[config.mk]
export PLATFORM = sky130hd
export DESIGN_NAME = pxy_bridge_flat
export DESIGN_NICKNAME = d
export VERILOG_FILES = /design/src/rtl/pxy_bridge_if.sv /design/src/rtl/pxy_bridge.sv /design/src/flat_wrapper.sv
export SDC_FILE = /design/constraint.sdc
export NUM_CORES = 1
export LEC_CHECK = 0
export CAP_MARGIN = 20
export CORE_MARGIN = 5
export CORE_UTILIZATION = 45
export CTS_CLUSTER_DIAMETER = 50
export DETAILED_ROUTE_END_ITERATION = 10
export DONT_BUFFER_PORTS = 1
export GPL_TIMING_DRIVEN = 0
export PLACE_DENSITY_LB_ADDON = 0.08
export SYNTH_ARGS = -nofsm -noshare
export SYNTH_HDL_FRONTEND = slang
export SYNTH_SLANG_ARGS = --single-unit
[constraint.sdc]
create_clock -name CORE_CLK -period 2.6 [get_ports CORE_CLK]
set_input_delay 0 -clock CORE_CLK [delete_from_list [all_inputs] [get_ports CORE_CLK]]
set_output_delay 0 -clock CORE_CLK [all_outputs]
set_load 0.05 [all_outputs]
[src/rtl/pxy_bridge_if.sv]
// rtl/pxy_bridge_if.sv - SFR-side and peripheral-side signal bundle for the proxy bridge
interface pxy_bridge_if #(
  parameter int NUM_CH = 4
);
  logic                  SFR_WR;
  logic [7:0]            SFR_ADDR;
  logic [7:0]            SFR_DIN;
  logic [7:0]            SFR_DOUT;
  logic [3:0]            PER_ADDR;
  logic [7:0]            PER_DOUT;
  logic [NUM_CH-1:0]     PER_WR;
  logic [NUM_CH-1:0]     PER_RD;
  logic [8*NUM_CH-1:0]   PER_DIN;
  logic [NUM_CH-1:0]     PER_ACK;
  logic                  BUSY;

  modport slave (
    input  SFR_WR, SFR_ADDR, SFR_DIN, PER_DIN, PER_ACK,
    output SFR_DOUT, PER_ADDR, PER_DOUT, PER_WR, PER_RD, BUSY
  );

  modport master (
    output SFR_WR, SFR_ADDR, SFR_DIN, PER_DIN, PER_ACK,
    input  SFR_DOUT, PER_ADDR, PER_DOUT, PER_WR, PER_RD, BUSY
  );
endinterface

[src/rtl/pxy_bridge.sv]
// rtl/pxy_bridge.sv - SFR-mapped proxy bridge issuing one read/write at a time to NUM_CH peripherals
module pxy_bridge #(
  parameter int NUM_CH  = 4,
  parameter int TIMEOUT = 15
) (
  input  logic           CORE_CLK,
  input  logic           RST_n,
  pxy_bridge_if.slave    bus
);
  localparam logic [4:0] NCH = 5'(NUM_CH);
  localparam logic [7:0] TMO = 8'(TIMEOUT);

  typedef enum logic [1:0] {
    IDLE = 2'd0,
    WR   = 2'd1,
    RD   = 2'd2
  } state_t;

  state_t            state;
  state_t            state_nx;
  logic [7:0]        addr_q;
  logic [7:0]        dout_q;
  logic [7:0]        rdata_q;
  logic [7:0]        wait_cnt;
  logic              err_q;
  logic              ovr_q;
  logic              rdv_q;

  logic              wr_c1;
  logic              wr_c2;
  logic              wr_c3;
  logic [3:0]        ch;
  logic              ch_ok;
  logic              busy;
  logic              ack_sel;
  logic [7:0]        din_sel;
  logic [NUM_CH-1:0] req_vec;

  logic              start_wr;
  logic              start_rd;
  logic              done_ok;
  logic              done_abort;
  logic              cnt_inc;

  assign wr_c1 = bus.SFR_WR && (bus.SFR_ADDR == 8'hC1);
  assign wr_c2 = bus.SFR_WR && (bus.SFR_ADDR == 8'hC2);
  assign wr_c3 = bus.SFR_WR && (bus.SFR_ADDR == 8'hC3);

  // Writes reuse the channel of the last accepted address write
  assign ch    = addr_q[7:4];
  assign ch_ok = ({1'b0, ch} < NCH);
  assign busy  = (state != IDLE);

  always_comb begin
    ack_sel = 1'b0;
    din_sel = 8'h00;
    req_vec = '0;
    for (int i = 0; i < NUM_CH; i++) begin
      if (ch == 4'(i)) begin
        ack_sel    = bus.PER_ACK[i];
        din_sel    = bus.PER_DIN[i*8 +: 8];
        req_vec[i] = 1'b1;
      end
    end
  end

  always_ff @(posedge CORE_CLK or negedge RST_n) begin
    if (!RST_n) begin
      state <= IDLE;
    end else begin
      state <= state_nx;
    end
  end

  always_comb begin
    state_nx   = state;
    start_wr   = 1'b0;
    start_rd   = 1'b0;
    done_ok    = 1'b0;
    done_abort = 1'b0;
    cnt_inc    = 1'b0;
    case (state)
      IDLE: begin
        if (wr_c1) begin
          start_wr = 1'b1;
          state_nx = WR;
        end else if (wr_c2) begin
          start_rd = 1'b1;
          state_nx = RD;
        end
      end
      WR, RD: begin
        // An ACK on the timeout cycle still counts as a normal completion
        if (!ch_ok) begin
          done_abort = 1'b1;
          state_nx   = IDLE;
        end else if (ack_sel) begin
          done_ok  = 1'b1;
          state_nx = IDLE;
        end else if (wait_cnt == TMO) begin
          done_abort = 1'b1;
          state_nx   = IDLE;
        end else begin
          cnt_inc = 1'b1;
        end
      end
      default: state_nx = IDLE;
    endcase
  end

  always_ff @(posedge CORE_CLK or negedge RST_n) begin
    if (!RST_n) begin
      addr_q   <= 8'h00;
      dout_q   <= 8'h00;
      rdata_q  <= 8'h00;
      wait_cnt <= 8'h00;
      err_q    <= 1'b0;
      ovr_q    <= 1'b0;
      rdv_q    <= 1'b0;
    end else begin
      if (start_wr) begin
        dout_q <= bus.SFR_DIN;
      end
      if (start_rd) begin
        addr_q <= bus.SFR_DIN;
      end

      if (start_wr || start_rd) begin
        wait_cnt <= 8'h00;
      end else if (cnt_inc) begin
        wait_cnt <= wait_cnt + 8'd1;
      end

      if (state == RD && done_ok) begin
        rdata_q <= din_sel;
      end else if (state == RD && done_abort) begin
        rdata_q <= 8'hEE;
      end

      if (start_rd) begin
        rdv_q <= 1'b0;
      end else if (state == RD && (done_ok || done_abort)) begin
        rdv_q <= 1'b1;
      end

      // Set events take priority over a same-cycle write-one-to-clear
      if (done_abort) begin
        err_q <= 1'b1;
      end else if (wr_c3 && bus.SFR_DIN[1]) begin
        err_q <= 1'b0;
      end

      if (busy && (wr_c1 || wr_c2)) begin
        ovr_q <= 1'b1;
      end else if (wr_c3 && bus.SFR_DIN[2]) begin
        ovr_q <= 1'b0;
      end
    end
  end

  always_comb begin
    case (bus.SFR_ADDR)
      8'hC0:   bus.SFR_DOUT = rdata_q;
      8'hC1:   bus.SFR_DOUT = dout_q;
      8'hC2:   bus.SFR_DOUT = addr_q;
      8'hC3:   bus.SFR_DOUT = {4'b0000, rdv_q, ovr_q, err_q, busy};
      default: bus.SFR_DOUT = 8'hEE;
    endcase
  end

  assign bus.PER_WR   = (state == WR) ? req_vec : '0;
  assign bus.PER_RD   = (state == RD) ? req_vec : '0;
  assign bus.PER_ADDR = addr_q[3:0];
  assign bus.PER_DOUT = dout_q;
  assign bus.BUSY     = busy;
endmodule

[src/flat_wrapper.sv]
// flat-port wrapper written by rule: the top's interface ports become plain ports
module pxy_bridge_flat 
#(
  parameter int NUM_CH  = 4,
  parameter int TIMEOUT = 15
)
  (CORE_CLK, RST_n, bus_SFR_WR, bus_SFR_ADDR, bus_SFR_DIN, bus_PER_DIN, bus_PER_ACK, bus_SFR_DOUT, bus_PER_ADDR, bus_PER_DOUT, bus_PER_WR, bus_PER_RD, bus_BUSY);
  pxy_bridge_if #(.NUM_CH(NUM_CH)) bus_i ();
  input  logic CORE_CLK;
  input  logic RST_n;
  input wire logic [$bits(bus_i.SFR_WR)-1:0] bus_SFR_WR;
  input wire logic [$bits(bus_i.SFR_ADDR)-1:0] bus_SFR_ADDR;
  input wire logic [$bits(bus_i.SFR_DIN)-1:0] bus_SFR_DIN;
  input wire logic [$bits(bus_i.PER_DIN)-1:0] bus_PER_DIN;
  input wire logic [$bits(bus_i.PER_ACK)-1:0] bus_PER_ACK;
  output wire logic [$bits(bus_i.SFR_DOUT)-1:0] bus_SFR_DOUT;
  output wire logic [$bits(bus_i.PER_ADDR)-1:0] bus_PER_ADDR;
  output wire logic [$bits(bus_i.PER_DOUT)-1:0] bus_PER_DOUT;
  output wire logic [$bits(bus_i.PER_WR)-1:0] bus_PER_WR;
  output wire logic [$bits(bus_i.PER_RD)-1:0] bus_PER_RD;
  output wire logic [$bits(bus_i.BUSY)-1:0] bus_BUSY;
  assign bus_i.SFR_WR = bus_SFR_WR;
  assign bus_i.SFR_ADDR = bus_SFR_ADDR;
  assign bus_i.SFR_DIN = bus_SFR_DIN;
  assign bus_i.PER_DIN = bus_PER_DIN;
  assign bus_i.PER_ACK = bus_PER_ACK;
  assign bus_SFR_DOUT = bus_i.SFR_DOUT;
  assign bus_PER_ADDR = bus_i.PER_ADDR;
  assign bus_PER_DOUT = bus_i.PER_DOUT;
  assign bus_PER_WR = bus_i.PER_WR;
  assign bus_PER_RD = bus_i.PER_RD;
  assign bus_BUSY = bus_i.BUSY;
  pxy_bridge #(.NUM_CH(NUM_CH), .TIMEOUT(TIMEOUT)) u_core (.CORE_CLK(CORE_CLK), .RST_n(RST_n), .bus(bus_i));
endmodule
==> results of run 1 <==
[cells in the mapped netlist, drive strengths merged, types with 4 or more instances]
| cell | number |
|---|---|
| nand4 | 5 |
| mux4 | 12 |
| mux2 | 19 |
| or3 | 5 |
| inv | 6 |
| o21ai | 6 |
| nor2 | 13 |
| nand2 | 10 |
| a21oi | 10 |
| clkbuf | 4 |
| dfrtp | 37 |
| or4 | 4 |
| buf | 14 |
| ha | 4 |
| a2bb2oi | 6 |
| o31ai | 4 |
| nand3 | 5 |
[flip-flops by register name, summed over array words and instances, names as in the netlist]
name	cells
u_core.err_q	1
u_core.ovr_q	1
u_core.state	2
u_core.addr_q	8
u_core.rdata_q	8
u_core.bus.PER_DOUT	8
u_core.rdv_q	1
u_core.wait_cnt	8
[per-stage QoR]
| step | utilization [%] | total power [W] |
|---|---|---|
| CTS | 53.51 | 0.002210 |
| global route | 53.51 | 0.002338 |
| global placement | 48.42 | 0.001546 |
| floorplan | - | 0.001413 |
| finish | 53.51 | 0.002193 |
| detailed placement | 48.71 | 0.001579 |
[final timing paths]
check | from | to
worst max-delay path | u_core.state[0] | bus_SFR_DOUT[0]
worst min-delay path | bus_SFR_ADDR[1] | u_core.ovr_q
worst max register to register | u_core.state[0] | u_core.wait_cnt[6]
worst min register to register | u_core.rdv_q | u_core.rdv_q
max in group asynchronous | RST_n | u_core.bus.PER_DOUT[5]
min in group asynchronous | RST_n | u_core.wait_cnt[1]
[worst max-delay path, stage by stage (launching register included)]
cell	delay, ps
sky130_fd_sc_hd__dfrtp_1	410
sky130_fd_sc_hd__inv_1	80
sky130_fd_sc_hd__ha_1	290
sky130_fd_sc_hd__inv_1	430
sky130_fd_sc_hd__mux4_2	330
sky130_fd_sc_hd__nor2b_2	490
[cells by family (layout without fill, tap and decap cells)]
family / Yosys count / after routing / synth area share, %
fa+ha+maj: 4 / 4 / 2.085
flops: 37 / 37 / 38.56
xor+xnor: 1 / 1 / 0.3648
compound gates: 47 / 47 / 15.48
buf+inv: 25 / 45 / 5.940
simple gates: 61 / 61 / 15.37
mux: 34 / 34 / 22.20
[layer usage]
layer	GRT usage, %	up-vias	share of wire [%]
met1	22.36	910	41
met3	4.752	10	5.0
met2	33.53	56	52
li1	-	845	-
met5	0	-	0
met4	5.795	0	1.9
[layout by cell type, fill, tap and decap left out, drive strengths merged, types with 3 or more instances in the layout]
cell type    instances
a221o                3
and3                 3
clkbuf               9
a22o                 3
buf                 17
mux2i                3
a2bb2oi              6
or4                  4
nand3                5
dlygate4sd3          9
ha                   4
or3                  5
a21oi               10
nand4                5
dfrtp               37
o21ai                6
o31ai                4
or2                  3
nor2                13
mux4                12
inv                  6
mux2                19
nand2               10
o211ai               3
[power by group through the flow]
stage	Clock, W	Combinational (W)	Sequential (W)
detailed placement	0	0.000720	0.000858
global route	0.000638	0.000830	0.000869
finish	0.000594	0.000749	0.000849
CTS	0.000607	0.000754	0.000850
floorplan	0	0.000598	0.000815
global placement	0	0.000694	0.000852
[timing repair]
item	4_1_cts	5_1_grt
hold buffers	10	0
hold endpoints to repair	55	0
resized for setup	1	0
endpoints found under the setup margin	1	0
[layout make-up]
type / instances / area share [%]
Multi-Input combinational cell: 147 / 48.54
Timing Repair Buffer: 12 / 4.550
Clock buffer: 5 / 2.502
Buffer: 18 / 4.231
Sequential cell: 37 / 33.67
Inverter: 7 / 0.9554
Tap cell: 70 / 3.185
Clock inverter: 3 / 2.366
==> impl_table.tex, run 1 <==
\begin{tabular}{lr}
\hline
Metric & Value \\
\hline
\multicolumn{2}{l}{\textbf{Timing}} \\
\quad Highest achievable clock rate & 432.7 MHz \\
\quad Number of pins with negative max-slew slack in the final report & 0 \\
\quad Post-Route Hold Slack & around 50 ps \\
\quad Unrepaired setup endpoints after global routing & false \\
\quad Headroom to the max-slew limit & 38.13\% \\
\quad Sum of negative setup slack & 0 ps \\
\quad Worst Max-Slew Pin Slew & between 900 and 1000 ps \\
\quad Number of endpoints with negative hold slack in the final report & 0 \\
\quad Clock tree skew after final layout & roughly 5.6 ps \\
\quad Final setup fails & 0 \\
\quad Clock period minus worst slack & around 2300 ps \\
\quad Part of the cycle the worst path needs & between 80\% and 90\% \\
\quad Worst setup margin & about 290 ps \\
\multicolumn{2}{l}{\textbf{Clock network}} \\
\quad Post CTS Setup Buffer Count & 0 \\
\quad Clock Latency Late Sink & between 200 and 300 ps \\
\quad CTS sink cnt & 37 \\
\quad Clk buf depth & 2 \\
\quad Clock slew at reported path FFs & approximately 80 ps \\
\quad Number of H-tree branching levels & 2 \\
\quad Clock tree from TritonCTS & done \\
\quad Clk Tree Root Cell & sky130\_fd\_sc\_hd\_\_clkbuf\_8 \\
\quad Inserted Clock Buffers & 5 \\
\multicolumn{2}{l}{\textbf{Power and ir drop}} \\
\quad Switching share of power & 35.80\% \\
\quad Power share of the sequential group & about two fifths \\
\quad Internal power consumption & roughly 0.0014 W \\
\quad Fraction of power consumed by the clock network & a little over a quarter \\
\quad Power Density & about 800 mW/mm\^{}2 \\
\quad Worst voltage drop across the vdd grid & $\sim$400 uV \\
\quad Net Switching & between 0.0007 and 0.0008 W \\
\quad Comb power frac & 34.2\% \\
\quad Static leakage power & around 1.2 nW \\
\multicolumn{2}{l}{\textbf{Worst setup path}} \\
\quad Arrival time reported for the critical path endpoint & 2310 ps \\
\quad Worst reg-to-reg path cell count & 6 \\
\quad Flop2flop setup slack & about 480 ps \\
\quad CP Max Fanout & 9 \\
\quad Data required time at the worst endpoint & 2600 ps \\
\quad Start-to-end type of the worst setup path & reg2out \\
\quad Type of element capturing the critical path & primary output \\
\quad Worst Setup Start Kind & flop \\
\multicolumn{2}{l}{\textbf{Logic synthesis}} \\
\quad Mean instance size in the synthesized netlist & between 10 and 15 sq um \\
\quad Register bit total from synthesis & 37 \\
\quad Number of flops mapped to enable cells by yosys & 0 \\
\quad Number of warnings reported in the yosys synthesis log & 0 \\
\quad Part of the Yosys area used for sequential elements & 38.56\% \\
\quad Top-area cell type share of the netlist area & between 30\% and 40\% \\
\quad Area contributors post-synth & sky130\_fd\_sc\_hd\_\_dfrtp\_1 (39\%), sky130\_fd\_sc\_hd\_\_mux2\_2 (8.9\%), sky130\_fd\_sc\_hd\_\_mux4\_2 (6.6\%), sky130\_fd\_sc\_hd\_\_mux4\_1 (5.5\%), sky130\_fd\_sc\_hd\_\_buf\_4 (2.5\%) \\
\quad Nets in the synthesized netlist & 268 \\
\quad Total standard cell area after synthesis & about 0.0024 sq mm \\
\quad Most common flop cell mapped by yosys & sky130\_fd\_sc\_hd\_\_dfrtp\_1 \\
\quad Area leader, netlist & sky130\_fd\_sc\_hd\_\_dfrtp\_1 \\
\quad Cells after Synth & 209 \\
\quad Count of cell types in the netlist & 55 \\
\quad Async set-or-reset flop fraction in the synthesized netlist & between 90\% and 100\% \\
\multicolumn{2}{l}{\textbf{GRT}} \\
\quad Wire length of the first global-routing pass & 10500 um \\
\quad Number of antenna violations at the first check in global routing & 0 \\
\quad Remaining global-route overflow & 0 \\
\quad Maximum number of pins on one net before global-route repair & 38 \\
\quad Number of global-route vias before repair & about 2000 \\
\quad GR Util All Layers & a little under a fifth \\
\multicolumn{2}{l}{\textbf{Place}} \\
\quad Inst Count DP & 281 \\
\quad Placer congestion estimate & about 0.80 \\
\quad Post-place setup slack & 318.7 ps \\
\quad HPWL after detailed placement & 4792 um \\
\quad Instance area at placement & about 0.0025 sq mm \\
\quad Count of buffers from port buffering & 0 \\
\multicolumn{2}{l}{\textbf{Drt}} \\
\quad Remaining antenna violation count & 0 \\
\quad Count of TritonRoute iterations in the first routing pass & 4 \\
\quad Routed len/inst & 20.78 um \\
\quad Number of remaining DRC errors & 0 \\
\quad Number of DRC markers after the initial detailed-route iteration & between 100 and 150 \\
\quad Routed via count & 1821 \\
\quad Final wirelength & just over 6000 um \\
\quad DR vias/cell & between 6 and 7 \\
\multicolumn{2}{l}{\textbf{Floorplanning}} \\
\quad Height of the die & slightly above 80 um \\
\quad Horizontal die dimension & 83.05 um \\
\quad Area of the placeable core & 0.005140 sq mm \\
\quad Die footprint & a little under 0.007 sq mm \\
\quad Effective utilization at floorplan & between 40\% and 50\% \\
\quad Number of placement rows & 26 \\
\quad Number of placed I/O pins & 84 \\
\multicolumn{2}{l}{\textbf{Job}} \\
\quad Max-cap violations & 0 \\
\multicolumn{2}{l}{\textbf{Layout}} \\
\quad Sequential cell area & 925.9 sq um \\
\quad Number of filler instances in the final layout & about 470 \\
\quad \# nets final & roughly 290 \\
\quad Fraction of layout instances using a drive strength above 1 & around 28\% \\
\quad Area added between synthesis and finish & 14.54\% \\
\quad Non-Filler Cell Area, Final & 0.002750 sq mm \\
\quad Count of antenna diodes in the layout & 0 \\
\quad Multi-input gate area in the final layout & 0.001335 sq mm \\
\quad Post-layout instance count excluding filler cells & between 200 and 300 \\
\multicolumn{2}{l}{\textbf{Outcome}} \\
\quad Status & finished, final reports clean \\
\multicolumn{2}{l}{\textbf{Hold path}} \\
\quad Worst Hold Path Cells & 2 \\
\quad Hold crit path type & in2reg \\
\hline
\end{tabular}
No activity file was read; power rests on OpenSTA's default activity.
==> inputs of run 2 (changes only) <==
Settings changed: CORE_ASPECT_RATIO set to 0.5.
==> impl_table.tex, run 2 (synthesis gave the netlist of run 1 again) <==
\begin{tabular}{lr}
\hline
Metric & Value \\
\hline
\multicolumn{2}{l}{\textbf{Outcome}} \\
\quad Status & finished, final reports clean \\
\multicolumn{2}{l}{\textbf{GRT}} \\
\quad GR Util All Layers & 18.46\% \\
\quad Number of antenna violations at the first check in global routing & 0 \\
\quad Wire length of the first global-routing pass & around 10000 um \\
\quad Maximum number of pins on one net before global-route repair & 38 \\
\quad Number of global-route vias before repair & 1906 \\
\quad Remaining global-route overflow & 0 \\
\multicolumn{2}{l}{\textbf{Drt}} \\
\quad Final wirelength & a little over 6000 um \\
\quad Routed via count & about 1800 \\
\quad Count of TritonRoute iterations in the first routing pass & 4 \\
\quad Number of remaining DRC errors & 0 \\
\quad Number of DRC markers after the initial detailed-route iteration & 78 \\
\quad Routed len/inst & about 21 um \\
\quad Remaining antenna violation count & 0 \\
\quad DR vias/cell & 6.074 \\
\multicolumn{2}{l}{\textbf{Timing}} \\
\quad Headroom to the max-slew limit & $\sim$37\% \\
\quad Clock tree skew after final layout & approximately 7 ps \\
\quad Final setup fails & 0 \\
\quad Highest achievable clock rate & 427.2 MHz \\
\quad Number of endpoints with negative hold slack in the final report & 0 \\
\quad Part of the cycle the worst path needs & between 90\% and 100\% \\
\quad Sum of negative setup slack & 0 ps \\
\quad Worst Max-Slew Pin Slew & approximately 940 ps \\
\quad Post-Route Hold Slack & roughly 33 ps \\
\quad Clock period minus worst slack & 2341 ps \\
\quad Number of pins with negative max-slew slack in the final report & 0 \\
\quad Unrepaired setup endpoints after global routing & false \\
\multicolumn{2}{l}{\textbf{Floorplanning}} \\
\quad Height of the die & 61.65 um \\
\quad Number of placed I/O pins & 84 \\
\quad Die footprint & about 0.0070 sq mm \\
\quad Area of the placeable core & roughly 0.005 sq mm \\
\quad Number of placement rows & 18 \\
\quad Horizontal die dimension & $\sim$110 um \\
\quad Effective utilization at floorplan & between 40\% and 50\% \\
\multicolumn{2}{l}{\textbf{Worst setup path}} \\
\quad Most frequent cell on the critical path & sky130\_fd\_sc\_hd\_\_inv\_1 \\
\quad Maximum single-stage delay on the critical path & $\sim$480 ps \\
\quad Worst Setup Start Kind & flop \\
\quad CP cell instances & inv\_1, ha\_1, inv\_1, mux4\_2, nor2b\_2 \\
\quad Arrival time reported for the critical path endpoint & 2340 ps \\
\quad CP Max Fanout & 9 \\
\quad Dominant delay contributor by cell family on the critical path & buffers and inverters \\
\quad Data required time at the worst endpoint & 2600 ps \\
\quad Start-to-end type of the worst setup path & reg2out \\
\quad Type of element capturing the critical path & primary output \\
\quad Max stage delay cell, worst path & sky130\_fd\_sc\_hd\_\_nor2b\_2 \\
\quad CP bufs+invs & 2 \\
\multicolumn{2}{l}{\textbf{Power and ir drop}} \\
\quad Power Density & roughly 740 mW/mm\^{}2 \\
\quad Post-layout total power & a little over 0.002 W \\
\quad Static leakage power & about 1.2 nW \\
\quad Worst voltage drop across the vdd grid & 291.9 uV \\
\multicolumn{2}{l}{\textbf{Clock network}} \\
\quad CTS sink cnt & 37 \\
\quad Clock tree from TritonCTS & done \\
\quad Clock Latency Late Sink & 300 ps \\
\quad Post CTS Setup Buffer Count & 0 \\
\quad Number of H-tree branching levels & 2 \\
\quad Clk Tree Root Cell & sky130\_fd\_sc\_hd\_\_clkbuf\_8 \\
\quad Clk buf depth & 2 \\
\quad Inserted Clock Buffers & 5 \\
\quad Clock slew at reported path FFs & roughly 80 ps \\
\multicolumn{2}{l}{\textbf{Layout}} \\
\quad Most common cell after layout, fill and taps aside & sky130\_fd\_sc\_hd\_\_dfrtp\_1 \\
\quad Count of antenna diodes in the layout & 0 \\
\quad \# nets final & roughly 290 \\
\quad Non-Filler Cell Area, Final & between 0.002 and 0.003 sq mm \\
\quad Sequential cell area & just over 900 sq um \\
\quad Number of filler instances in the final layout & roughly 460 \\
\quad Fraction of layout instances using a drive strength above 1 & roughly 28\% \\
\quad Core utilization of the finished layout & between 50\% and 60\% \\
\quad Area added between synthesis and finish & 12.72\% \\
\quad Multi-input gate area in the final layout & roughly 0.0013 sq mm \\
\quad Top library cells by usage in the layout, fill and taps aside & sky130\_fd\_sc\_hd\_\_dfrtp\_1 (37), sky130\_fd\_sc\_hd\_\_mux2\_2 (19), sky130\_fd\_sc\_hd\_\_nor2\_1 (13), sky130\_fd\_sc\_hd\_\_nand2\_1 (10), sky130\_fd\_sc\_hd\_\_buf\_4 (10) \\
\multicolumn{2}{l}{\textbf{Place}} \\
\quad Placer congestion estimate & around 0.76 \\
\quad Count of buffers from port buffering & 0 \\
\quad HPWL after detailed placement & about 4700 um \\
\quad Instance area at placement & around 0.0025 sq mm \\
\multicolumn{2}{l}{\textbf{Job}} \\
\quad Max-cap violations & 0 \\
\multicolumn{2}{l}{\textbf{Hold path}} \\
\quad Hold crit path type & in2reg \\
\hline
\end{tabular}
[run 2: cell types whose count changed in the layout (fill, tap and decap cells not counted), sizes merged]
cell and delta:
bufinv -2, clkinvlp +1, inv +1
[run 2: power by group]
part	switching, W	internal (W)
clock	0.000237	0.000190
combinational	0.000425	0.000319
sequential	0.000134	0.000706
[run 2: tightest hold or removal path: cells and delay by family]
family | cells | cell delay [ps]
AO/OA/AOI/OAI | 2 | 210
AND/OR/NAND/NOR | 1 | 80
[run 2: final cells by class]
type / instances / share of cell area, %
clock buffer: 5 / 2.543
tap: 70 / 3.236
sequential: 37 / 34.21
buffer: 18 / 4.300
timing repair buffer: 12 / 4.623
multi-input combinational: 147 / 49.33
inverter: 7 / 0.9709
clock inverter: 3 / 0.7859
[run 2: path summary, 6_finish.rpt]
check                      slack [ps]  depth (start not counted)               from                  to
setup / recovery                  260                          5    u_core.state[0]     bus_SFR_DOUT[0]
hold / removal                     30                          3    bus_SFR_ADDR[6]     u_core.state[0]
setup reg to reg                  530                          6    u_core.state[0]  u_core.wait_cnt[6]
hold reg to reg                   510                          1  u_core.rdata_q[4]   u_core.rdata_q[4]
max in group asynchronous        2230                          2              RST_n   u_core.rdata_q[6]
min in group asynchronous         170                          2              RST_n  u_core.wait_cnt[2]
[run 2: repair_timing]
item / CTS / global route
hold buffers: 10 / 0
setup endpoints to repair: 1 / 0
hold endpoints to repair: 55 / 0
gates resized for setup: 1 / 0
[run 2: through the flow]
step | std cells | setup WS [ps]
after CTS | 299 | 246.7
after detailed placement | 281 | 317.6
after global routing | 299 | 144.7
after floorplan | 209 | 541.4
final | 299 | 259.1
after global placement | 279 | 257.5
[run 2: routing by layer]
metal / track usage, % / wire [um]
met5: 0 / 0
met4: 3.596 / 39
met3: 6.084 / 343
met2: 32.32 / 2985
met1: 23.10 / 2807
